### src/rtl/jellyvl_synctimer_sync_rx.sv
// Sync-frame receiver: parses 10-byte command/timestamp/checksum frames from a
// byte stream and issues delay-compensated one-cycle correction pulses.
module jellyvl_synctimer_sync_rx #(
  parameter int TIMER_WIDTH   = 64,
  parameter int COUNTER_WIDTH = 16
) (
  input  logic                     reset,
  input  logic                     clk,
  input  logic [TIMER_WIDTH-1:0]   param_delay,
  input  logic                     rx_first,
  input  logic                     rx_last,
  input  logic [7:0]               rx_data,
  input  logic                     rx_valid,
  output logic                     correct_override,
  output logic [TIMER_WIDTH-1:0]   correct_time,
  output logic                     correct_valid,
  output logic [COUNTER_WIDTH-1:0] stat_good,
  output logic [COUNTER_WIDTH-1:0] stat_error
);

  typedef enum logic [1:0] {
    ST_IDLE,
    ST_RECV,
    ST_DROP
  } state_t;

  state_t                   r_state;
  state_t                   w_state_next;
  logic [3:0]               r_idx;
  logic [3:0]               w_idx_next;
  logic [7:0]               r_cmd;
  logic [7:0]               r_sum;
  logic [7:0]               w_sum_next;
  logic [63:0]              r_ts;
  logic [2:0]               w_byte_sel;
  logic                     w_load;
  logic                     w_store;
  logic                     w_abort;
  logic                     w_error;
  logic                     w_good;
  logic [1:0]               w_err_cnt;
  logic [TIMER_WIDTH-1:0]   w_time;
  logic                     r_valid;
  logic                     r_override;
  logic [TIMER_WIDTH-1:0]   r_time;
  logic [COUNTER_WIDTH-1:0] r_good;
  logic [COUNTER_WIDTH-1:0] r_error;

  assign w_sum_next = r_sum + rx_data;
  assign w_byte_sel = 3'(r_idx - 4'd1);
  assign w_time     = r_ts[TIMER_WIDTH-1:0] + param_delay;
  assign w_err_cnt  = {1'b0, w_abort} + {1'b0, w_error};

  // NOTE: every signal driven here gets a default first so no path can infer a latch.
  always_comb begin
    w_state_next = r_state;
    w_idx_next   = r_idx;
    w_load       = 1'b0;
    w_store      = 1'b0;
    w_abort      = 1'b0;
    w_error      = 1'b0;
    w_good       = 1'b0;
    if (rx_valid) begin
      if (rx_first) begin
        // A new frame always wins; only an in-progress frame counts as aborted.
        w_abort = (r_state == ST_RECV);
        w_load  = 1'b1;
        if (rx_last) begin
          w_error      = 1'b1;
          w_state_next = ST_IDLE;
          w_idx_next   = 4'd0;
        end else begin
          w_state_next = ST_RECV;
          w_idx_next   = 4'd1;
        end
      end else if (r_state == ST_RECV) begin
        w_store = 1'b1;
        if (r_idx == 4'd9) begin
          w_idx_next = 4'd0;
          if (rx_last) begin
            w_state_next = ST_IDLE;
            if (w_sum_next == 8'h00 && (r_cmd == 8'h01 || r_cmd == 8'h02)) begin
              w_good = 1'b1;
            end else begin
              w_error = 1'b1;
            end
          end else begin
            w_error      = 1'b1;
            w_state_next = ST_DROP;
          end
        end else if (rx_last) begin
          w_error      = 1'b1;
          w_state_next = ST_IDLE;
          w_idx_next   = 4'd0;
        end else begin
          w_idx_next = r_idx + 4'd1;
        end
      end else if (r_state == ST_DROP && rx_last) begin
        w_state_next = ST_IDLE;
      end
    end
  end

  // NOTE: sequential state uses non-blocking assignments only.
  always_ff @(posedge clk) begin
    if (reset) begin
      r_state    <= ST_IDLE;
      r_idx      <= 4'd0;
      r_cmd      <= 8'h00;
      r_sum      <= 8'h00;
      r_ts       <= 64'd0;
      r_valid    <= 1'b0;
      r_override <= 1'b0;
      r_time     <= '0;
      r_good     <= '0;
      r_error    <= '0;
    end else begin
      r_state <= w_state_next;
      r_idx   <= w_idx_next;
      if (w_load) begin
        r_cmd <= rx_data;
        r_sum <= rx_data;
      end else if (w_store) begin
        r_sum <= w_sum_next;
        if (r_idx != 4'd9) begin
          r_ts[{w_byte_sel, 3'b000} +: 8] <= rx_data;
        end
      end
      r_valid <= w_good;
      if (w_good) begin
        r_time     <= w_time;
        r_override <= (r_cmd == 8'h02);
      end
      r_good  <= r_good + COUNTER_WIDTH'(w_good);
      r_error <= r_error + COUNTER_WIDTH'(w_err_cnt);
    end
  end

  // Gating by reset lets a reset in the pulse cycle suppress that frame's pulse.
  assign correct_valid    = r_valid & ~reset;
  assign correct_override = r_override;
  assign correct_time     = r_time;
  assign stat_good        = r_good;
  assign stat_error       = r_error;

endmodule

### config.mk
export PLATFORM = sky130hd
export DESIGN_NAME = jellyvl_synctimer_sync_rx
export DESIGN_NICKNAME = d
export VERILOG_FILES = /design/src/rtl/jellyvl_synctimer_sync_rx.sv
export SDC_FILE = /design/constraint.sdc
export NUM_CORES = 1
export LEC_CHECK = 0
export BUFFER_PORTS_ARGS = -buffer_cell sky130_fd_sc_hd__buf_2
export CORE_UTILIZATION = 35
export CTS_BUF_LIST = sky130_fd_sc_hd__clkbuf_4
export DETAILED_ROUTE_END_ITERATION = 16
export PLACE_DENSITY_LB_ADDON = 0.1
export SYNTH_ARGS = -nofsm -noshare
export SYNTH_HDL_FRONTEND = slang
export SYNTH_SLANG_ARGS = --single-unit
### constraint.sdc
create_clock -name clk -period 8.9 [get_ports clk]
set_input_delay 0.445 -clock clk [delete_from_list [all_inputs] [get_ports clk]]
set_output_delay 0.445 -clock clk [all_outputs]
set_load 0.1 [all_outputs]
After elaboration in Yosys (flattened, before gate mapping)
Index checks and enable logic that the tools add are counted.
{"block": "word_totals", "inputBits": 77, "elab_cells": 75, "regBits": 184}
{"block": "op_classes", "n_reduce_logical": 10, "shifts": 2, "n_mux": 35, "eq_ne": 7, "n_addsub": 8, "bitwise": 3}
{"op": "$add A64 B64 Y64", "n": 1}
{"op": "$bwmux W64", "n": 1}
{"op": "$shift A8 B8 Y64 const A", "n": 1}
{"op": "$shiftx A8 B8 Y64", "n": 1}
{"op": "$mux W1", "n": 22}
{"op": "$add A16 B1 Y16", "n": 1}
{"op": "$add A16 B2 Y16", "n": 1}
{"op": "$mux W4", "n": 4}
{"op": "$mux W8", "n": 2}
{"op": "$mux W2", "n": 6}
{"op": "$add A8 B8 Y8", "n": 1}
{"op": "$eq A8 B1 Y1 const B", "n": 1}
{"op": "$eq A8 B2 Y1 const B", "n": 1}
{"op": "$logic_not A8 Y1", "n": 1}
{"op": "$neg A6 Y8", "n": 1}
{"op": "$reduce_and A3 Y1", "n": 2}
{"op": "$add A4 B1 Y4 const B", "n": 1}
{"op": "$eq A4 B4 Y1 const B", "n": 1}
{"op": "$ne A4 B3 Y1 const B", "n": 1}
{"op": "$ne A4 B4 Y1 const B", "n": 1}
{"op": "$reduce_bool A2 Y1", "n": 2}
{"op": "$reduce_bool A3 Y1", "n": 1}
{"op": "$sub A3 B1 Y3 const B", "n": 1}
{"op": "$add A1 B1 Y2", "n": 1}
{"op": "other kinds (7)", "n": 9}

Depth between registers and ports, before layout
Gate-level depths: netlist of the first run.
{"block": "depth", "ltp_word": 11, "ltp_mapped": 19, "ltp_nobuf": 18}

Worst setup path after synthesis of the first run
Ideal clock, no wire load.
{"block": "synth_timing", "path_type": "input to register", "from": "input rx_data[0]", "to": "register r_error[10], in the netlist stat_error[10]", "setup_time_ns": 0.070, "n_path_buf": 1, "setup_slack_ns": 5.254, "stages": 19, "t_arrival_ns": 3.576, "required_time_ns": 8.830, "cell_sequence": "ha_1 fa_1 a21o_1 a21oi_1 o21bai_1 a21oi_1 xnor2_1 nor2_1 nand4_1 nand3_1 o21ai_0 nand2_1 fa_1 inv_1 ha_1 clkbuf_1 nand2_1 or3_1 a21oi_1"}
{"block": "synth_between", "elab_chain_len": 11}
{"item": "start, declared", "line_no": "12", "rtl": "input logic [7:0] rx_data,"}
{"item": "$add A8 B8 Y8", "line_no": "49", "rtl": "assign w_sum_next = r_sum + rx_data;"}
{"item": "$logic_not A8 Y1", "line_no": "82", "rtl": "if (w_sum_next == 8'h00 && (r_cmd == 8'h01 || r_cmd == 8'h02)) begin"}
{"item": "$logic_and A1 B1 Y1", "line_no": "82"}
{"item": "$mux W1", "line_no": "82"}
{"item": "$mux W1", "line_no": "80", "rtl": "if (rx_last) begin"}
{"item": "$mux W1", "line_no": "78", "rtl": "if (r_idx == 4'd9) begin"}
{"item": "$mux W1", "line_no": "76", "rtl": "end else if (r_state == ST_RECV) begin"}
{"item": "$mux W1", "line_no": "64", "rtl": "if (rx_first) begin"}
{"item": "$mux W1", "line_no": "63", "rtl": "if (rx_valid) begin"}
{"item": "$add A1 B1 Y2", "line_no": "52", "rtl": "assign w_err_cnt = {1'b0, w_abort} + {1'b0, w_error};"}
{"item": "$add A16 B2 Y16", "line_no": "135", "rtl": "r_error <= r_error + COUNTER_WIDTH'(w_err_cnt);"}
{"item": "end signal, assigned", "line_no": "135"}
{"item": "end, declared", "line_no": "47", "rtl": "logic [COUNTER_WIDTH-1:0] r_error;"}
No other way between the ends.
A chain may end at the register's enable or synchronous reset.

Worst setup path after layout of the first run
{"block": "layout_timing", "from": "register r_sum[0]", "to": "register r_time[6], in the netlist correct_time[6]"}
{"block": "layout_between", "elab_chain_len": 9}
{"item": "start, declared", "line_no": "32", "rtl": "logic [7:0] r_sum;"}
{"item": "start signal, assigned", "line_no": "122", "rtl": "r_sum <= rx_data;"}
{"item": "start signal, assigned", "line_no": "124", "rtl": "r_sum <= w_sum_next;"}
{"item": "$add A8 B8 Y8", "line_no": "49"}
{"item": "$logic_not A8 Y1", "line_no": "82"}
{"item": "$logic_and A1 B1 Y1", "line_no": "82"}
{"item": "$mux W1", "line_no": "82"}
{"item": "$mux W1", "line_no": "80"}
{"item": "$mux W1", "line_no": "78"}
{"item": "$mux W1", "line_no": "76"}
{"item": "$mux W1", "line_no": "64"}
{"item": "$mux W1", "line_no": "63"}
{"item": "end signal, assigned", "line_no": "131", "rtl": "r_time <= w_time;"}
{"item": "end, declared", "line_no": "45", "rtl": "logic [TIMER_WIDTH-1:0] r_time;"}
No other way between the ends.

==> flow_summary.ini, run 1 <==
[status]
status = finished, final reports clean

[min_path]
hold_path_depth = 3
hold_end = r_ts[48]$_SDFFE_PP0P_
hp-class = input port to flop
hold_start = rx_data[0]

[synthesis]
synth_area_per_cell_um2 = 7.64
ys_warn_count = 0
synth-compound-area-share = 0.211
synth_ff_type = dfxtp_1
synth_cells = 1452
synth.distinct_cells = 78
synth_top_family_by_area = simple AND/OR/NAND/NOR gates
syn_nets = 1612
ys_seq_elements = 184
synth-simple-area-share = 0.228
synthXorXnorAreaFrac = 0.0718
synth_mux_area_frac = 0.0182
netlist_area_um2 = 11100
seq_area_frac_synth = 0.332
yosys.area_share.adder = 0.0957
async_flop_share = 0
synth_edf_count = 0

[die]
core_um2 = 30900
io_pins = 175
die_y_um = 180
num_rows = 64
die_w_um = 180
start_util = 0.359
die_area_um2 = 32400

[cells_and_area]
layout_common_cells = nand2_1, a21oi_1, dfxtp_1, buf_2, nor2_1
nFillCells = 3329
seq_area_um2 = 3680
multi_input_area_um2 = 6930
drive_gt1_frac = 0.151
layout_commonest_cell = nand2_1
area_delta_synth_final_pct = 12.6
nNetsFinal = 1732

[timing]
timing.final.crit_share = 0.438
fmax_ghz = 0.256
slew_headroom = 0.175
fin_skew_ns = 0.0207
slew_violations = 0
whs_ns = 0.178
finalSetupViolations = 0
rsz0062_at_grt = no
post-route-min-period_ns = 3.90
setup_slack_ns = 5.00
hold_viol_final = 0
fin_setup_tns_ns = 0
tightest_slew_ns = 1.23

[route]
num_vias = 10308
drc = 0
drt_pass1_iterations = 5
ant_nets = 0
drt-total-wl_mm = 32.6
vias_per_cell = 5.20
wl_per_cell_um = 16.4
drt_iter0_drc = 663

[placed_design]
pre_cts_slack_ns = 4.66
dpl.hpwl_mm = 24.4
port-buffer-count = 174
gp_congestion = 0.908

[setup_path]
r2r_cells = 13
worstSetupStartpointType = flop
worstPathArrival_ns = 4.44
cp-end-kind = flop
crit_type = flop to flop
crit_path_max_fanout = 34
r2r-start = r_sum[0]$_SDFFE_PP0P_
r2r_end = correct_time[6]$_SDFFE_PP0N_
r2r_slack_ns = 5.00
crit_required_ns = 9.44

[clocking]
htreeDepth = 4
cts_sinks = 184
clockBufferDepth = 2
cts-root-buf = clkbuf_4
path_clk_slew_ns = 0.17
cts_hold_buf = 0
postCtsSetupRepairBufs = 0
cts_buffers = 17
cts_resized = 0
clock_latency_ns = 0.62
cts_tree = built

[global_route]
grt_overflow_total = 0
gr-usage-all-layers = 0.200
grt_max_degree = 84
first_global_vias = 9576
grt_pass1_wl_mm = 51.5
antenna_found_initial = 2

[power_and_ir_drop]
power.density_nw_per_um2 = 125
leakage_nw = 5.41
irDropWorstVdd_mv = 0.0818

[run]
drv_cap = 0
==> power breakdown <==
| group | switching (W) | internal [W] | total [W] |
|---|---|---|---|
| sequential | 0.00000402 | 0.000830 | 0.000834 |
| combinational | 0.000113 | 0.0000559 | 0.000169 |
| clock | 0.000324 | 0.000229 | 0.000553 |
==> cells by family (layout without fill, tap and decap cells) <==
group	count (synthesis)	after routing
AOI/OAI and AO/OA	384	384
other	0	2
adders and majority gates	83	83
xor gates and xnor gates	90	90
DFF	184	184
and+or+nand+nor	577	577
buffers and inverters	114	245
muxes	20	20
==> sequential cells by signal, summed over array words and instances (netlist names) <==
| name | cells |
|---|---|
| stat_error | 16 |
| r_cmd | 8 |
| r_sum | 8 |
| correct_override | 1 |
| r_ts | 64 |
| stat_good | 16 |
| r_state | 2 |
| r_idx | 4 |
| correct_time | 64 |
| r_valid | 1 |
==> cell type report <==
| cell class | instances | share of cell area |
|---|---|---|
| Clock inverter | 12 | 0.0151 |
| Clock buffer | 18 | 0.0108 |
| Antenna cell | 2 | 0.000401 |
| Timing Repair Buffer | 179 | 0.0730 |
| Tap cell | 396 | 0.0397 |
| Multi-Input combinational cell | 1154 | 0.555 |
| Inverter | 36 | 0.0108 |
| Sequential cell | 184 | 0.295 |
==> worst max-delay path: stages, from the launching register on <==
cell	delay, ns
dfxtp_1	0.34
ha_1	0.20
fa_1	0.40
a21o_1	0.19
a21oi_1	0.20
o21bai_1	0.09
a21oi_1	0.17
xnor2_1	0.12
nor2_1	0.16
and3_1	0.21
nand3_2	0.56
buf_4	0.50
or3_2	0.51
a21oi_1	0.15
==> synth_stat cells, types with 4 or more instances <==
library cell,n,share of area
a21oi_2,4,0.0032
a311oi_1,4,0.0032
a31oi_1,11,0.0062
nand4_1,17,0.0096
and3_1,17,0.0096
or3_1,7,0.0039
nand3b_1,4,0.0027
o211ai_1,5,0.0034
xnor2_1,44,0.035
clkbuf_1,60,0.020
o21a_1,6,0.0041
dfxtp_1,184,0.33
nand2_1,252,0.085
ha_1,80,0.090
o21ai_0,54,0.024
inv_1,36,0.012
nand3_1,49,0.022
nor2b_1,10,0.0056
mux2i_1,19,0.017
o21ai_1,7,0.0032
a21o_1,29,0.020
nor3_1,16,0.0072
a21oi_1,201,0.091
buf_2,11,0.0050
nor4_1,9,0.0051
o21bai_1,17,0.012
xor2_1,45,0.036
a211oi_1,7,0.0047
and2_1,5,0.0028
nor2_1,170,0.058
==> through the flow <==
| stage | total power [W] | instance area, um2 | std cells | util |
|---|---|---|---|---|
| global placement | 0.00102 | 12200 | 1949 | 0.393 |
| CTS | 0.00158 | 12500 | 1979 | 0.404 |
| global route | 0.00163 | 12500 | 1980 | 0.404 |
| floorplan | 0.000963 | 11100 | 1452 | - |
| finish | 0.00156 | 12500 | 1981 | 0.404 |
| detailed placement | 0.00102 | 12200 | 1949 | 0.393 |
==> worst max path at each step <==
stage                     startpoint                           end  slack, ns  cells after the start
2_1_floorplan             rx_data[0]     stat_error[10]$_SDFF_PP0_       5.25                     19
3_3_place_gp              rx_data[0]  correct_time[6]$_SDFFE_PP0N_       4.71                     14
3_5_place_dp              rx_data[0]  correct_time[6]$_SDFFE_PP0N_       4.66                     14
4_1_cts        r_sum[0]$_SDFFE_PP0P_  correct_time[6]$_SDFFE_PP0N_       4.99                     13
5_1_grt        r_sum[0]$_SDFFE_PP0P_  correct_time[6]$_SDFFE_PP0N_       4.78                     13
6_report       r_sum[0]$_SDFFE_PP0P_  correct_time[6]$_SDFFE_PP0N_       5.00                     13
==> layer usage <==
| layer | up-vias | wire length, um | track usage |
|---|---|---|---|
| met3 | 25 | 1360 | 0.0304 |
| met5 | - | 0 | 0 |
| met1 | 4757 | 16000 | 0.275 |
| met4 | 0 | 487 | 0.0559 |
| met2 | 242 | 14700 | 0.322 |
| li1 | 5284 | - | - |
(Power assumes the default switching activity.)
==> inputs of run 2 (changes only) <==
--- a/config.mk
+++ b/config.mk
@@ -5,6 +5,7 @@
 export SDC_FILE = /design/constraint.sdc
 export NUM_CORES = 1
 export LEC_CHECK = 0
+export ABC_AREA = 1
 export BUFFER_PORTS_ARGS = -buffer_cell sky130_fd_sc_hd__buf_2
 export CORE_UTILIZATION = 35
 export CTS_BUF_LIST = sky130_fd_sc_hd__clkbuf_4
==> constraint.sdc (replaced) <==
create_clock -name clk -period 3.7 [get_ports clk]
set_input_delay 0.185 -clock clk [delete_from_list [all_inputs] [get_ports clk]]
set_output_delay 0.185 -clock clk [all_outputs]
set_load 0.1 [all_outputs]
==> run 2 against run 1 <==
Worst setup slack got worse by 4.8 ns; non-clock buffer count increased by 37; sequential power increased by 140%; maximum frequency increased by 13%; synthesized cell count increased by 64%; flip-flop and latch count unchanged; power increased by 140%; cell count increased by 57%; critical path depth increased by 10; clock power increased by 110%; wire length increased by 60%; critical path type unchanged; largest cell class unchanged.
==> flow_summary.ini, run 2 <==
[status]
status = finished, final reports clean

[setup_path]
critPathBufInv = 3
worstSetupStartpointType = flop
crit_required_ns = 4.31
critPathMostFrequentCell = nor2_1
slowest_stage = fa_2
cp_cell_sequence = ha_2 -> fa_2 -> nor2_1 -> nand4_1 -> nor2_1 -> nand3_2 -> nor2_1 -> o21ai_1 -> nand3_1 -> fa_1 -> inv_1 -> ha_2 -> nand2_1 -> inv_1 -> nand2_1 -> nor2_1 -> nand2_1 -> inv_1 -> nand3_2 -> nor3_4 -> nand3_1 -> o21ai_1 -> a21oi_1
slowest_delay_ns = 0.55
crit_path_max_fanout = 3
r2r-start = r_sum[0]$_SDFFE_PP0P_
crit_type = flop to flop
critPathTopFamily = adder cells
r2r_slack_ns = 0.24
worstPathArrival_ns = 4.07
r2r_end = stat_error[12]$_SDFF_PP0_
cp-end-kind = flop
r2r_cells = 23

[placed_design]
dpl.hpwl_mm = 43.5
gp_congestion = 0.965
place_area_um2 = 15300
port-buffer-count = 174

[synthesis]
ys_seq_elements = 184
synth_most_common_cell = nand2_1
synthTopCellsByCount = nand2_1, inv_1, nor2_1, dfxtp_1, nand3_1
synth_area_leader_cell = dfxtp_1
synth.distinct_cells = 41
synth_area_per_cell_um2 = 5.75
netlist_top_cells_area = dfxtp_1, nand2_1, inv_1, nor2_1, ha_1
seq_area_frac_synth = 0.268
syn_nets = 2546
synth.top_cell.area_share = 0.268
synth_edf_count = 0
ys_warn_count = 0
async_flop_share = 0
synth_ff_type = dfxtp_1
synth_cells = 2386
netlist_area_um2 = 13700

[cells_and_area]
nFillCells = 4462
multi_input_area_um2 = 8190
layout_common_cells = nand2_1, inv_1, nor2_1, dfxtp_1, buf_2
drive_gt1_frac = 0.107
layout_commonest_cell = nand2_1
seq_area_um2 = 3690
design_area_um2 = 15800
nNetsFinal = 2739
area_delta_synth_final_pct = 15.0

[timing]
finalSetupViolations = 0
rsz0062_at_grt = yes
fmax_ghz = 0.289
slew_violations = 0
slew_headroom = 0.562
hold_viol_final = 0
tightest_slew_ns = 0.657
whs_ns = 0.0616
timing.final.crit_share = 0.935
fin_setup_tns_ns = 0
fin_skew_ns = 0.0319
post-route-min-period_ns = 3.46

[global_route]
first_global_vias = 13465
use_met3 = 0.0356
grt_pass1_wl_mm = 77.4
gr-usage-all-layers = 0.265
grtUsageMet1 = 0.338
grt_max_degree = 68
grtUsageMet2 = 0.452
busiest_layer = met2
grt_overflow_total = 0
antenna_found_initial = 2

[die]
num_rows = 72
die_y_um = 200
die_w_um = 200
die_area_um2 = 40000
io_pins = 175
start_util = 0.355
core_um2 = 38600

[route]
drt_iter0_drc = 971
vias_per_cell = 4.72
ant_nets = 0
num_vias = 14700
wl_per_cell_um = 16.7
drc = 0
drt-total-wl_mm = 52.1
drt_pass1_iterations = 5

[min_path]
hp-class = input port to flop
hold_end = r_ts[35]$_SDFFE_PP0P_
hold_path_depth = 4
hold_start = reset

[clocking]
cts_buffers = 17
clock_latency_ns = 0.70
path_clk_slew_ns = 0.18
cts_sinks = 184
clockBufferDepth = 2
htreeDepth = 4
cts_tree = built
cts-root-buf = clkbuf_4

[power_and_ir_drop]
irDropWorstVdd_mv = 0.190
leakage_nw = 8.94
power.density_nw_per_um2 = 241

[run]
drv_cap = 0
-- run 2: cell count changes in the layout (fill, tap and decap cells not counted), moves of 11 or more --
cell,change
a21o_1,-28
a21oi_1,-101
buf_4,+18
dlygate4sd3_1,+16
inv_1,+422
mux2i_1,-19
nand2_1,+530
nand3_1,+58
nor2_1,+179
nor3_1,+11
o21ai_0,+47
o21bai_1,-16
xnor2_1,-34
xor2_1,-14
-- run 2: worst min-delay path: stages --
cell	delay, ns
buf_2	0.11
inv_4	0.21
o21ai_0	0.16
nor2_1	0.05
-- run 2: final cells by class --
| class | count | share of cell area |
|---|---|---|
| antenna | 3 | 0.000475 |
| clock buffer | 20 | 0.00951 |
| clock inverter | 12 | 0.00705 |
| inverter | 464 | 0.110 |
| multi-input combinational | 1696 | 0.519 |
| sequential | 184 | 0.233 |
| tap | 518 | 0.0410 |
| timing repair buffer | 216 | 0.0792 |
-- run 2: how the worst max path moves through the flow --
stage                                      to                  start  cells after the start  slack (ns)
finish              stat_error[12]$_SDFF_PP0_  r_sum[0]$_SDFFE_PP0P_                     23        0.24
CTS                 stat_error[12]$_SDFF_PP0_  r_sum[0]$_SDFFE_PP0P_                     24        0.04
floorplan            stat_good[12]$_SDFF_PP0_  r_sum[0]$_SDFFE_PP0P_                     18        0.23
global placement    stat_error[12]$_SDFF_PP0_             rx_data[0]                     25        0.06
detailed placement  stat_error[12]$_SDFF_PP0_             rx_data[0]                     25        0.07
global route        stat_error[12]$_SDFF_PP0_  r_sum[0]$_SDFFE_PP0P_                     24       -0.02
-- run 2: layer usage --
| metal | vias up | wire length [um] |
|---|---|---|
| met4 | 0 | 1640 |
| met2 | 349 | 24500 |
| met3 | 60 | 2270 |
| met1 | 6601 | 23700 |
| li1 | 7690 | - |
| met5 | - | 0 |
-- run 2: per-stage QoR --
stage / std cells / utilization / setup slack (ns) / power, W
global placement: 3061 / 0.395 / 0.0642 / 0.00266
floorplan: 2386 / - / 0.233 / 0.00243
global route: 3112 / 0.409 / -0.0236 / 0.00400
detailed placement: 3061 / 0.395 / 0.0653 / 0.00266
finish: 3113 / 0.409 / 0.241 / 0.00381
CTS: 3109 / 0.406 / 0.0363 / 0.00385
-- run 2: cell families after synthesis --
| kind of cell | after synthesis | share of synthesized area |
|---|---|---|
| buf+inv | 506 | 0.141 |
| simple gates | 1339 | 0.397 |
| xor+xnor | 41 | 0.0262 |
| compound gates | 233 | 0.0896 |
| flops | 184 | 0.268 |
| fa+ha+maj | 83 | 0.0773 |
-- run 2: where the power goes --
group          internal (W)  switching [W]  total (W)  leakage [nW]
combinational      0.000204       0.000426   0.000630          7.31
sequential          0.00200      0.0000138    0.00202          1.49
clock              0.000315       0.000848    0.00116         0.142
-- run 2: repair_timing --
action                     in CTS  in global routing
setup endpoints to repair       0                  8
hold buffers                   16                  0
hold endpoints to repair       46                  0
resized for setup               0                 24
buffers inserted                0                  1
==> inputs of run 3 (changes only) <==
==> constraint.sdc (replaced) <==
create_clock -name clk -period 3.76 [get_ports clk]
set_input_delay 0.188 -clock clk [delete_from_list [all_inputs] [get_ports clk]]
set_output_delay 0.188 -clock clk [all_outputs]
set_load 0.1 [all_outputs]
==> run 3 against run 2 <==
Power up 1.9%; utilization about the same; sequential power about the same; worst setup slack better by 0.014 ns; register-to-register slack about the same; wire length down 0.55%; maximum frequency down 1.3%; cell count down 0.16%; worst hold slack better by 0.015 ns; critical endpoint unchanged; highest routed layer unchanged.
==> flow_summary.ini, run 3 (synthesis results as in run 2) <==
[status]
status = finished, final reports clean

[clocking]
path_clk_slew_ns = 0.17
htreeDepth = 4
cts_sinks = 184
cts-root-buf = clkbuf_4
cts_buffers = 17
clockBufferDepth = 2
clock_latency_ns = 0.71
cts_tree = built

[die]
num_rows = 72
die_y_um = 200
die_w_um = 200
io_pins = 175
start_util = 0.355
die_area_um2 = 40000
core_um2 = 38600

[timing]
post-route-min-period_ns = 3.51
tightest_slew_ns = 0.727
finalSetupViolations = 0
fin_skew_ns = 0.0373
fin_setup_tns_ns = 0
fmax_ghz = 0.285
slew_violations = 0
timing.final.crit_share = 0.932
setup_slack_ns = 0.255
slew_headroom = 0.515
rsz0062_at_grt = yes
hold_viol_final = 0

[global_route]
grt_pass1_wl_mm = 77.1
grt_overflow_total = 0
gr-usage-all-layers = 0.264
grt_max_degree = 78
antenna_found_initial = 1
first_global_vias = 13663

[route]
wl_per_cell_um = 16.7
drt-total-wl_mm = 51.8
met2_length_mm = 24.6
ant_nets = 0
drt_iter0_drc = 836
drt_pass1_iterations = 5
wirelength_met1_mm = 24.0
vias_per_cell = 4.71
drc = 0
wl_met3_mm = 1.87
num_vias = 14643
top_layer = met4

[power_and_ir_drop]
total_power_w = 0.00388
power.density_nw_per_um2 = 246
irDropWorstVdd_mv = 0.228
power.share.switching = 0.330
intPower_w = 0.00260
p_switching_w = 0.00128
leakage_nw = 8.93
power_frac_seq = 0.511
p_comb_frac = 0.157
power_frac_clock = 0.332

[placed_design]
port-buffer-count = 174
dpl.hpwl_mm = 43.4
gp_congestion = 0.954
pre_cts_slack_ns = 0.0374

[cells_and_area]
layout_commonest_cell = nand2_1
nFillCells = 4443
drive_gt1_frac = 0.104
layout_common_cells = nand2_1, inv_1, nor2_1, dfxtp_1, buf_2
area_delta_synth_final_pct = 15.0
nNetsFinal = 2736

[setup_path]
worstSetupStartpointType = flop
crit_type = flop to flop
crit_required_ns = 4.36
cp-end-kind = flop
worstPathArrival_ns = 4.11
crit_path_max_fanout = 3

[run]
drv_cap = 0

[min_path]
hp-class = input port to flop
## run 3: cell count changes in the layout (fill, tap and decap cells not counted), sizes merged
cell         before  now
buf             200  193
bufinv            0    2
clkbuf           20   18
clkinvlp          2    1
diode             3    1
dlygate4sd3      16   20
inv             470  471
## run 3: critical path: stages (launching register included)
cell,delay [ns]
dfxtp_2,0.35
ha_2,0.19
fa_2,0.56
nor2_1,0.05
nand4_1,0.08
nor2_1,0.07
nand3_2,0.10
nor2_1,0.08
o21ai_0,0.14
nand3_1,0.11
fa_2,0.35
inv_1,0.08
ha_1,0.16
nand2_1,0.05
inv_1,0.06
nand2_1,0.07
nor2_1,0.09
nand2_1,0.07
inv_1,0.07
nand3_1,0.10
nor3_2,0.27
nand3_1,0.13
o21ai_1,0.13
a21oi_1,0.06
## run 3: final timing paths
kind | endpoint | slack [ns] | start | cells past startpoint
setup / recovery | stat_error[12]$_SDFF_PP0_ | 0.25 | r_sum[0]$_SDFFE_PP0P_ | 23
hold / removal | correct_time[4]$_SDFFE_PP0N_ | 0.08 | param_delay[4] | 5
setup reg to reg | stat_error[12]$_SDFF_PP0_ | 0.25 | r_sum[0]$_SDFFE_PP0P_ | 23
hold reg to reg | r_cmd[2]$_SDFFE_PP0P_ | 0.48 | r_cmd[2]$_SDFFE_PP0P_ | 2
## run 3: timing repair
| item | CTS | global route |
|---|---|---|
| buffers inserted | 0 | 1 |
| hold endpoints to repair | 57 | 0 |
| resized for setup | 0 | 19 |
| endpoints found under the setup margin | 0 | 8 |
| hold buffers | 20 | 0 |
## run 3: area by class of cell
type / count / area [um2] / area share
antenna: 1 / 2.50 / 0.000159
clock buffer: 18 / 135 / 0.00856
clock inverter: 14 / 184 / 0.0117
inverter: 464 / 1740 / 0.110
multi-input combinational: 1696 / 8170 / 0.518
sequential: 184 / 3690 / 0.234
tap: 518 / 648 / 0.0411
timing repair buffer: 213 / 1210 / 0.0769
## run 3: per-stage QoR
step	instance area (um2)	hold WS (ns)	instances	utilization
3_3_place_gp	15200	0.455	3054	0.393
3_5_place_dp	15200	0.458	3054	0.393
4_1_cts	15700	0.000922	3106	0.406
2_1_floorplan	13700	0.323	2386	-
6_report	15800	0.0766	3108	0.408
5_1_grt	15800	0.0717	3108	0.408
## run 3: metal layers
| layer | up-vias | global-route usage |
|---|---|---|
| met3 | 60 | 0.0306 |
| met4 | 0 | 0.0876 |
| li1 | 7678 | - |
| met1 | 6588 | 0.338 |
| met5 | - | 0 |
| met2 | 317 | 0.458 |
## run 3: power groups by stage
stage / Clock (W) / Combinational, W / Sequential (W)
2_1_floorplan: 0 / 0.000351 / 0.00204
3_3_place_gp: 0 / 0.000582 / 0.00202
3_5_place_dp: 0 / 0.000581 / 0.00202
4_1_cts: 0.00134 / 0.000596 / 0.00198
5_1_grt: 0.00141 / 0.000672 / 0.00199
6_report: 0.00129 / 0.000608 / 0.00199
